**config.mk**
```make
export PLATFORM = sky130hd
export DESIGN_NAME = multiphase_clock_generator_flat
export DESIGN_NICKNAME = d
export VERILOG_FILES = /design/src/rtl/multiphase_clock_generator_if.sv /design/src/rtl/multiphase_clock_generator.sv /design/src/flat_wrapper.sv
export SDC_FILE = /design/constraint.sdc
export NUM_CORES = 1
export LEC_CHECK = 0
export BUFFER_PORTS_ARGS = -buffer_cell sky130_fd_sc_hd__buf_2
export CORE_MARGIN = 5
export CORE_UTILIZATION = 45
export DETAILED_ROUTE_END_ITERATION = 8
export PLACE_DENSITY = 0.65
export SYNTH_ARGS = -nofsm -noshare
export SYNTH_HDL_FRONTEND = slang
export SYNTH_SLANG_ARGS = --single-unit
```
**constraint.sdc**
```tcl
create_clock -name clk_in -period 7 [get_ports clk_in]
set_input_delay 1.05 -clock clk_in [delete_from_list [all_inputs] [get_ports clk_in]]
set_output_delay 1.05 -clock clk_in [all_outputs]
set_load 0.01 [all_outputs]
```
**src/rtl/multiphase_clock_generator_if.sv**
```systemverilog
// Control/status bundle for multiphase_clock_generator.
// master: the controller that requests bursts and watches the phase clocks.
// slave : the generator itself; drives phase_clk, busy, done and the sck strobes.
interface multiphase_clock_generator_if #(
  parameter int DIVIDER_WIDTH = 8,
  parameter int NUM_PHASES    = 2,
  parameter int BURST_WIDTH   = 16
);
  logic [DIVIDER_WIDTH-1:0] div_factor;  // counts per phase step
  logic [BURST_WIDTH-1:0]   burst_len;   // full periods per burst, 0 = continuous
  logic                     cpol;        // idle level of all phase outputs
  logic                     start;       // one-cycle burst request
  logic                     stop;        // graceful stop request
  logic [NUM_PHASES-1:0]    phase_clk;   // registered phase clocks
  logic                     busy;        // burst in progress
  logic                     done;        // one-cycle completion pulse
  logic                     sck_lead;    // phase_clk[0] turns active this cycle
  logic                     sck_trail;   // phase_clk[0] turns inactive this cycle

  modport master (
    output div_factor, burst_len, cpol, start, stop,
    input  phase_clk, busy, done, sck_lead, sck_trail
  );

  modport slave (
    input  div_factor, burst_len, cpol, start, stop,
    output phase_clk, busy, done, sck_lead, sck_trail
  );
endinterface

```
**src/rtl/multiphase_clock_generator.sv**
```systemverilog
// Purpose : burst generator of NUM_PHASES registered clocks spaced 180/NUM_PHASES degrees apart.
// Latency : phase_clk[0] goes active the cycle after start is accepted; all outputs are flops.
// Backpr. : none; start is ignored while busy, stop only shortens a burst at a period boundary.
// Ports   : clk_in, reset (async, active high); bus (slave modport) carries div_factor,
//           burst_len, cpol, start, stop in and phase_clk, busy, done, sck_lead, sck_trail out.
module multiphase_clock_generator #(
  parameter int DIVIDER_WIDTH = 8,
  parameter int NUM_PHASES    = 2,   // 1..8
  parameter int BURST_WIDTH   = 16
) (
  input  logic                        clk_in,
  input  logic                        reset,
  multiphase_clock_generator_if.slave bus
);

  // Largest period is 2*N*(2^W-1) counts; the counter only ever holds up to one less.
  localparam longint PMAX = 2 * NUM_PHASES * ((longint'(1) << DIVIDER_WIDTH) - 1);
  localparam int     CW   = $clog2(PMAX);
  // One spare bit so phase window edges (up to a full period) never wrap.
  localparam int     PW   = CW + 1;

  typedef enum logic [1:0] {IDLE = 2'd0, RUN = 2'd1, LAST = 2'd2} state_t;

  state_t                   state_q, state_d;
  logic [CW-1:0]            cnt_q, cnt_d;
  logic [CW-1:0]            plast_q, plast_d;      // latched P-1
  logic [BURST_WIDTH-1:0]   pcnt_q, pcnt_d;
  logic [BURST_WIDTH-1:0]   burst_q, burst_d;
  logic [DIVIDER_WIDTH-1:0] div_q, div_d;          // latched Deff
  logic                     cpol_q, cpol_d;
  logic                     stop_pend_q, stop_pend_d;
  logic [NUM_PHASES-1:0]    phase_q, phase_d;
  logic                     busy_q, busy_d;
  logic                     done_q, done_d;
  logic                     lead_q, lead_d;
  logic                     trail_q, trail_d;

  logic                     wrap;
  logic                     active;
  logic [DIVIDER_WIDTH-1:0] deff;
  logic [PW-1:0]            cnt_ext, lo, hi;

  assign wrap = (cnt_q == plast_q);
  assign deff = (bus.div_factor == '0) ? DIVIDER_WIDTH'(1) : bus.div_factor;

  always_comb begin
    state_d     = state_q;
    cnt_d       = cnt_q;
    plast_d     = plast_q;
    pcnt_d      = pcnt_q;
    burst_d     = burst_q;
    div_d       = div_q;
    cpol_d      = cpol_q;
    stop_pend_d = stop_pend_q;
    done_d      = 1'b0;

    case (state_q)
      IDLE: begin
        cpol_d = bus.cpol;
        if (bus.start) begin
          div_d       = deff;
          // Modular product is exact because P-1 always fits in CW bits.
          plast_d     = CW'(2 * NUM_PHASES) * CW'(deff) - CW'(1);
          burst_d     = bus.burst_len;
          cnt_d       = '0;
          pcnt_d      = '0;
          stop_pend_d = 1'b0;
          // A stop arriving with start makes the first period the last one.
          state_d     = (bus.burst_len == BURST_WIDTH'(1) || bus.stop) ? LAST : RUN;
        end
      end
      RUN: begin
        stop_pend_d = stop_pend_q | bus.stop;
        cnt_d       = wrap ? '0 : cnt_q + CW'(1);
        if (wrap) begin
          pcnt_d = pcnt_q + BURST_WIDTH'(1);
          if (stop_pend_q || bus.stop ||
              (burst_q != '0 && pcnt_d == burst_q - BURST_WIDTH'(1)))
            state_d = LAST;
        end
      end
      LAST: begin
        cnt_d = wrap ? '0 : cnt_q + CW'(1);
        if (wrap) begin
          state_d = IDLE;
          done_d  = 1'b1;
        end
      end
      default: state_d = IDLE;
    endcase
  end

  // Outputs are decoded from next-state values so every output pin is a flop.
  always_comb begin
    active  = (state_d != IDLE);
    busy_d  = active;
    cnt_ext = {1'b0, cnt_d};
    lead_d  = active && (cnt_d == '0);
    trail_d = active && (cnt_ext == PW'(NUM_PHASES) * PW'(div_d));
    phase_d = {NUM_PHASES{cpol_d}};
    lo      = '0;
    hi      = '0;
    if (active) begin
      for (int k = 0; k < NUM_PHASES; k++) begin
        lo         = PW'(k) * PW'(div_d);
        hi         = PW'(k + NUM_PHASES) * PW'(div_d);
        phase_d[k] = (cnt_ext >= lo && cnt_ext < hi) ? ~cpol_d : cpol_d;
      end
    end
  end

  always_ff @(posedge clk_in or posedge reset) begin
    if (reset) begin
      state_q     <= IDLE;
      cnt_q       <= '0;
      plast_q     <= '0;
      pcnt_q      <= '0;
      burst_q     <= '0;
      div_q       <= '0;
      cpol_q      <= 1'b0;
      stop_pend_q <= 1'b0;
      phase_q     <= '0;
      busy_q      <= 1'b0;
      done_q      <= 1'b0;
      lead_q      <= 1'b0;
      trail_q     <= 1'b0;
    end else begin
      state_q     <= state_d;
      cnt_q       <= cnt_d;
      plast_q     <= plast_d;
      pcnt_q      <= pcnt_d;
      burst_q     <= burst_d;
      div_q       <= div_d;
      cpol_q      <= cpol_d;
      stop_pend_q <= stop_pend_d;
      phase_q     <= phase_d;
      busy_q      <= busy_d;
      done_q      <= done_d;
      lead_q      <= lead_d;
      trail_q     <= trail_d;
    end
  end

  assign bus.phase_clk = phase_q;
  assign bus.busy      = busy_q;
  assign bus.done      = done_q;
  assign bus.sck_lead  = lead_q;
  assign bus.sck_trail = trail_q;

endmodule

```
**src/flat_wrapper.sv**
```systemverilog
// flat-port wrapper written by rule: the top's interface ports become plain ports
module multiphase_clock_generator_flat 
#(
  parameter int DIVIDER_WIDTH = 8,
  parameter int NUM_PHASES    = 2,          
  parameter int BURST_WIDTH   = 16
)
  (clk_in, reset, bus_div_factor, bus_burst_len, bus_cpol, bus_start, bus_stop, bus_phase_clk, bus_busy, bus_done, bus_sck_lead, bus_sck_trail);
  multiphase_clock_generator_if #(.DIVIDER_WIDTH(DIVIDER_WIDTH), .NUM_PHASES(NUM_PHASES), .BURST_WIDTH(BURST_WIDTH)) bus_i ();
  input  logic clk_in;
  input  logic reset;
  input wire logic [$bits(bus_i.div_factor)-1:0] bus_div_factor;
  input wire logic [$bits(bus_i.burst_len)-1:0] bus_burst_len;
  input wire logic [$bits(bus_i.cpol)-1:0] bus_cpol;
  input wire logic [$bits(bus_i.start)-1:0] bus_start;
  input wire logic [$bits(bus_i.stop)-1:0] bus_stop;
  output wire logic [$bits(bus_i.phase_clk)-1:0] bus_phase_clk;
  output wire logic [$bits(bus_i.busy)-1:0] bus_busy;
  output wire logic [$bits(bus_i.done)-1:0] bus_done;
  output wire logic [$bits(bus_i.sck_lead)-1:0] bus_sck_lead;
  output wire logic [$bits(bus_i.sck_trail)-1:0] bus_sck_trail;
  assign bus_i.div_factor = bus_div_factor;
  assign bus_i.burst_len = bus_burst_len;
  assign bus_i.cpol = bus_cpol;
  assign bus_i.start = bus_start;
  assign bus_i.stop = bus_stop;
  assign bus_phase_clk = bus_i.phase_clk;
  assign bus_busy = bus_i.busy;
  assign bus_done = bus_i.done;
  assign bus_sck_lead = bus_i.sck_lead;
  assign bus_sck_trail = bus_i.sck_trail;
  multiphase_clock_generator #(.DIVIDER_WIDTH(DIVIDER_WIDTH), .NUM_PHASES(NUM_PHASES), .BURST_WIDTH(BURST_WIDTH)) u_core (.clk_in(clk_in), .reset(reset), .bus(bus_i));
endmodule
```
# Word level (Yosys, flattened, before mapping)
# Cells that the tools add are included.
[totals]
regBits = 70
latch_bits = 0
mem_bits_rw = 0
mem_bits_ro = 0
in_bits = 29
wordCells = 73
n_memories = 0
[op_classes]
n_addsub = 4
multipliers = 1
n_div = 0
magnitude_cmp = 4
eq_ne = 8
shifts = 0
mux = 23
bitwise_logic = 2
reduce_logical = 18
[ops]
columns = ["op", "n"]
rows = [
  ["$mux 16", 2],
  ["$pmux 16 s2", 1],
  ["$mux 8", 3],
  ["$mux 10", 2],
  ["$pmux 10 s2", 1],
  ["$add 16x1->16 const B", 1],
  ["$eq 16x1->1 const B", 1],
  ["$eq 16x16->1", 1],
  ["$reduce_bool 16->1", 1],
  ["$sub 16x1->16 const B", 1],
  ["$mux 2", 6],
  ["$add 10x1->10 const B", 1],
  ["$eq 10x10->1", 1],
  ["$eq 10x9->1", 1],
  ["$ge 10x1->1 const B", 1],
  ["$ge 10x8->1", 1],
  ["$logic_not 10->1", 1],
  ["$lt 10x10->1", 1],
  ["$lt 10x9->1", 1],
  ["$mul 2x8->10 const A", 1],
  ["$sub 10x1->10 const B", 1],
  ["$logic_not 8->1", 1],
  ["$mux 1", 6],
  ["$pmux 2 s3", 1],
  ["14 further kinds", 22],
]

# Longest topological paths before layout
[depth]
ltp_word = 9
mapped_depth = 22

# Least setup slack after synthesis
# No wires, ideal clock.
[synth_timing]
path_kind = "in2reg"
startpoint = "input bus_start"
endpoint = "register u_core.phase_q[1] (netlist: u_core.bus.phase_clk[1])"
setup_time_ns = 0.081
arrival_time_ns = 4.875
t_required_ns = 6.919
setup_slack_ns = 2.044
cell_stages = 18
n_path_buf = 3
cell_sequence = "clkbuf_1 nand2_1 buf_1 clkbuf_1 mux2i_1 inv_1 ha_1 fa_1 a221o_1 a21oi_1 o21ai_0 xor2_1 ha_1 a21o_1 a21oi_1 o21ai_0 a2111oi_4 xnor2_1"
[synth_via]
elab_chain_len = 7
[synth_rtl]
columns = ["element", "line_no", "source"]
rows = [
  ["start: declaration", "flat_wrapper.sv:15", "input wire logic [$bits(bus_i.start)-1:0] bus_start;"],
  ["$mux 8 *", "multiphase_clock_generator.sv:60", "if (bus.start) begin"],
  ["$mux 8 *", "multiphase_clock_generator.sv:57", "case (state_q)"],
  ["via u_core.div_d[1]", "multiphase_clock_generator.sv:29", "logic [DIVIDER_WIDTH-1:0] div_q, div_d;"],
  ["$mul 2x8->10", "multiphase_clock_generator.sv:106", "hi = PW'(k + NUM_PHASES) * PW'(div_d);"],
  ["$lt 10x10->1", "multiphase_clock_generator.sv:107", "phase_d[k] = (cnt_ext >= lo && cnt_ext < hi) ? ~cpol_d : cpol_d;"],
  ["$logic_and 1x1->1 *", "multiphase_clock_generator.sv:107", ""],
  ["$mux 1 *", "multiphase_clock_generator.sv:107", ""],
  ["$mux 2 *", "multiphase_clock_generator.sv:103", "if (active) begin"],
  ["via u_core.phase_d[1]", "multiphase_clock_generator.sv:32", "logic [NUM_PHASES-1:0] phase_q, phase_d;"],
  ["end signal: assignment", "multiphase_clock_generator.sv:136", "phase_q <= phase_d;"],
  ["end: declaration", "multiphase_clock_generator.sv:32", ""],
]
# Mark *: on every way through the listed nets, which the timed path passes. The rest lies on a longest branch.
# A chain may end at the register's enable or synchronous reset.

# Worst setup path in the final report
[layout_timing]
startpoint = "register u_core.state_q[0]"
endpoint = "register u_core.phase_q[1] (netlist: u_core.bus.phase_clk[1])"
[layout_via]
elab_chain_len = 7
[layout_rtl]
columns = ["element", "line_no", "source"]
rows = [
  ["start: declaration", "multiphase_clock_generator.sv:24", "state_t state_q, state_d;"],
  ["start signal: assignment", "multiphase_clock_generator.sv:128", "state_q <= state_d;"],
  ["$logic_not 2->1 *", "multiphase_clock_generator.sv:57", ""],
  ["$mux 8 *", "multiphase_clock_generator.sv:57", ""],
  ["via u_core.div_d[3]", "multiphase_clock_generator.sv:29", ""],
  ["$mul 2x8->10", "multiphase_clock_generator.sv:106", ""],
  ["$lt 10x10->1", "multiphase_clock_generator.sv:107", ""],
  ["$logic_and 1x1->1 *", "multiphase_clock_generator.sv:107", ""],
  ["$mux 1 *", "multiphase_clock_generator.sv:107", ""],
  ["$mux 2 *", "multiphase_clock_generator.sv:103", ""],
  ["via u_core.phase_d[1]", "multiphase_clock_generator.sv:32", ""],
]
# Marks and branches as above.

==> summary.md <==
| Metric | Value |
|---|---|
| Clock transition at path regs | `70 ps` |
| Final Hold Fails | `0` |
| Worst r2r src | `u_core.state_q[0]` |
| Hold_buf cts | `0` |
| Startpoint class of the critical path | `flip-flop` |
| DIE AREA | `13,200 um2` |
| Per-cell routed wire length | `16.2 um` |
| Post-CTS Setup Inserts | `0` |
| Main flop type after synthesis | `dfrtp_1` |
| Pwr/cell area | `405 nW/um2` |
| Part of the cycle the worst path needs | `0.712` |
| Max VDD drop | `0.000310 V` |
| Min Tclk post-route | `4990 ps` |
| Clock latency on the worst-skew pair | `370 ps` |
| Syn Area/Cell | `9.46 um2` |
| CTS tree | `yes` |
| Nets | `629` |
| Post-route setup TNS | `0 ps` |
| DRT Pass-1 Iters | `5` |
| Max-cap violations | `0` |
| CTS resizes | `0` |
| IO Count | `35` |
| Most common library cells after synthesis | `dfrtp_1, nand2_1, ha_1` |
| Die Y-Extent | `115 um` |
| Clock Skew | `10.7 ps` |
| Cell Rows | `38` |
| Placed cell area | `5270 um2` |
| Gpl congestion | `0.898` |
| Final HPWL DP | `8.63 mm` |
| Share of the synthesized area in the top cell type | `0.348` |
| Post-DRT Antenna Nets | `0` |
| Total power | `2.21 mW` |
| FF+latch count, synth | `69` |
| Synth area leaders | `dfrtp_1, ha_1, xnor2_1` |
| Clk root buf | `clkbuf_8` |
| Sequential share of the synthesized area | `0.348` |
| Setup Viol. Count Final | `0` |
| Routed WL | `11.3 mm` |
| Status | `completed` |
| Synthesis-to-finish area growth | `10.0%` |
| CTS max path bufs | `2` |
| Die width | `115 um` |
| Post-synth ARST share | `1.00` |
| Pin count of the biggest net entering global routing | `70` |
| IO buf count | `34` |
| R2R Setup Slk | `2010 ps` |
| Critical path type | `reg2reg` |
| Cell variety after synth | `64` |
| Antenna diodes | `0` |
| Relative slew slack | `0.398` |
| Cells after synthesis | `524` |
| Total grt overflow | `0` |
| Unrepaired setup endpoints after global routing | `no` |
| Placed Instances | `687` |
| Number of vias per cell | `5.59` |
| Syn_nets | `595` |
| Syn Std Cell Area | `4960 um2` |
| Critical path peak fanout | `23` |
| Cells on worst reg2reg path | `19` |
| DR iter-0 viols | `238` |
| EDFF count, synth | `0` |
| Worst Setup End Kind | `flip-flop` |
| Initial antenna violation count | `0` |
| Worst slew pin tran | `903 ps` |
| Via count | `3,921` |
| Crit. Startpoint | `u_core.state_q[0]` |
| Fin Hold WS | `497 ps` |
| Fmax | `201 MHz` |
| Arrival @ worst endpoint | `5270 ps` |
| CTS H-Tree Depth | `3` |
| Count leader, synth | `dfrtp_1` |
| Fin cells | `701` |
| Overall Global Routing Usage | `0.187` |
| Min-delay worst type | `reg2reg` |
| Pleak | `2.50 nW` |
| Final Cell Area | `5450 um2` |
| Initial core utilization | `0.457` |
| Worst Path Required | `7280 ps` |
| Drt drc | `0` |
| CTS Sinks | `69` |
| First-pass GRT wire length | `19.6 mm` |
| Num CTS Buffers | `9` |
| Final Max Tran Viols | `0` |
| R2R Path End | `u_core.bus.phase_clk[1]` |
| Area leader, netlist | `dfrtp_1` |
| Yosys warning count | `0` |
| Crit path capture | `u_core.bus.phase_clk[1]` |
| Core area | `10,800 um2` |
| Vias in the first global route | `3,923` |
| Share of layout cells above drive strength 1 | `0.150` |
[flip-flops by register name (all words and copies together) (netlist names), 2 cells and up]
register,cells
u_core.burst_q,16
u_core.pcnt_q,16
u_core.cnt_q,10
u_core.plast_q,9
u_core.div_q,8
u_core.bus.phase_clk,2
u_core.state_q,2
[power breakdown]
group	internal (mW)	total [mW]	switching (mW)
sequential	0.527	0.658	0.131
combinational	0.558	1.23	0.676
clock	0.170	0.320	0.150
[worst max-delay path, cell delays in order (launching register included)]
cell	delay, ps
dfrtp_1	450
inv_1	110
ha_1	330
nand2_1	640
buf_4	380
mux2i_1	550
inv_1	200
nand2_1	140
a21oi_1	80
o31a_1	290
o21ai_0	210
a21oi_1	100
nor2_1	120
xnor2_1	140
ha_1	270
a21o_1	160
a21oi_1	120
o21ai_0	150
a2111oi_4	310
xnor2_1	150
[how the worst min path moves through the flow]
stage / slack, ps / startpoint / to / cells past startpoint
final: 500 / u_core.plast_q[1] / u_core.plast_q[1] / 1
after detailed placement: 470 / u_core.plast_q[1] / u_core.plast_q[1] / 1
after CTS: 500 / u_core.plast_q[1] / u_core.plast_q[1] / 1
after floorplan: 440 / u_core.plast_q[1] / u_core.plast_q[1] / 1
after global placement: 470 / u_core.plast_q[1] / u_core.plast_q[1] / 1
after global routing: 520 / u_core.plast_q[1] / u_core.plast_q[1] / 1
[per-stage QoR]
| stage | setup slack (ps) | util |
|---|---|---|
| floorplan | 2040 | - |
| global placement | 1810 | 0.486 |
| detailed placement | 1730 | 0.486 |
| CTS | 2000 | 0.503 |
| global route | 1450 | 0.503 |
| finish | 2010 | 0.503 |
[routing by layer]
metal  vias up  part of all wire  GRT usage
li1       1946                 -          -
met1      1932              0.51      0.265
met2        37              0.45      0.287
met3         6             0.034     0.0374
met4         0            0.0080     0.0603
met5         -                 0          0
[logic make-up (layout without fill, tap and decap cells)]
family          after synthesis  in the layout  share of synthesized area
flops                        69             69                      0.348
xor+xnor                     60             60                      0.119
fa+ha+maj                    42             42                      0.108
buf+inv                      41             78                     0.0321
mux                          27             27                     0.0591
compound gates              100            100                      0.144
simple gates                185            185                      0.190
[final cells by class]
type                       count  area (um2)
clock buffer                  12         145
clock inverter                 2        35.0
fill                        1023        5390
inverter                      25        93.8
multi-input combinational    414        3070
sequential                    69        1730
tap                          140         175
timing repair buffer          39         208
[placed cells by master (no fill, tap or decap), drive strengths merged, types with 10 or more instances in the layout]
master / n
xor2: 19
nor2: 24
nor4: 11
o21ai: 35
o31ai: 15
nand2: 68
clkbuf: 12
inv: 25
nand3: 19
xnor2: 37
dfrtp: 69
mux2: 18
buf: 39
a21oi: 16
nor3: 12
and3: 10
ha: 41
No activity file was read; power rests on OpenSTA's default activity.
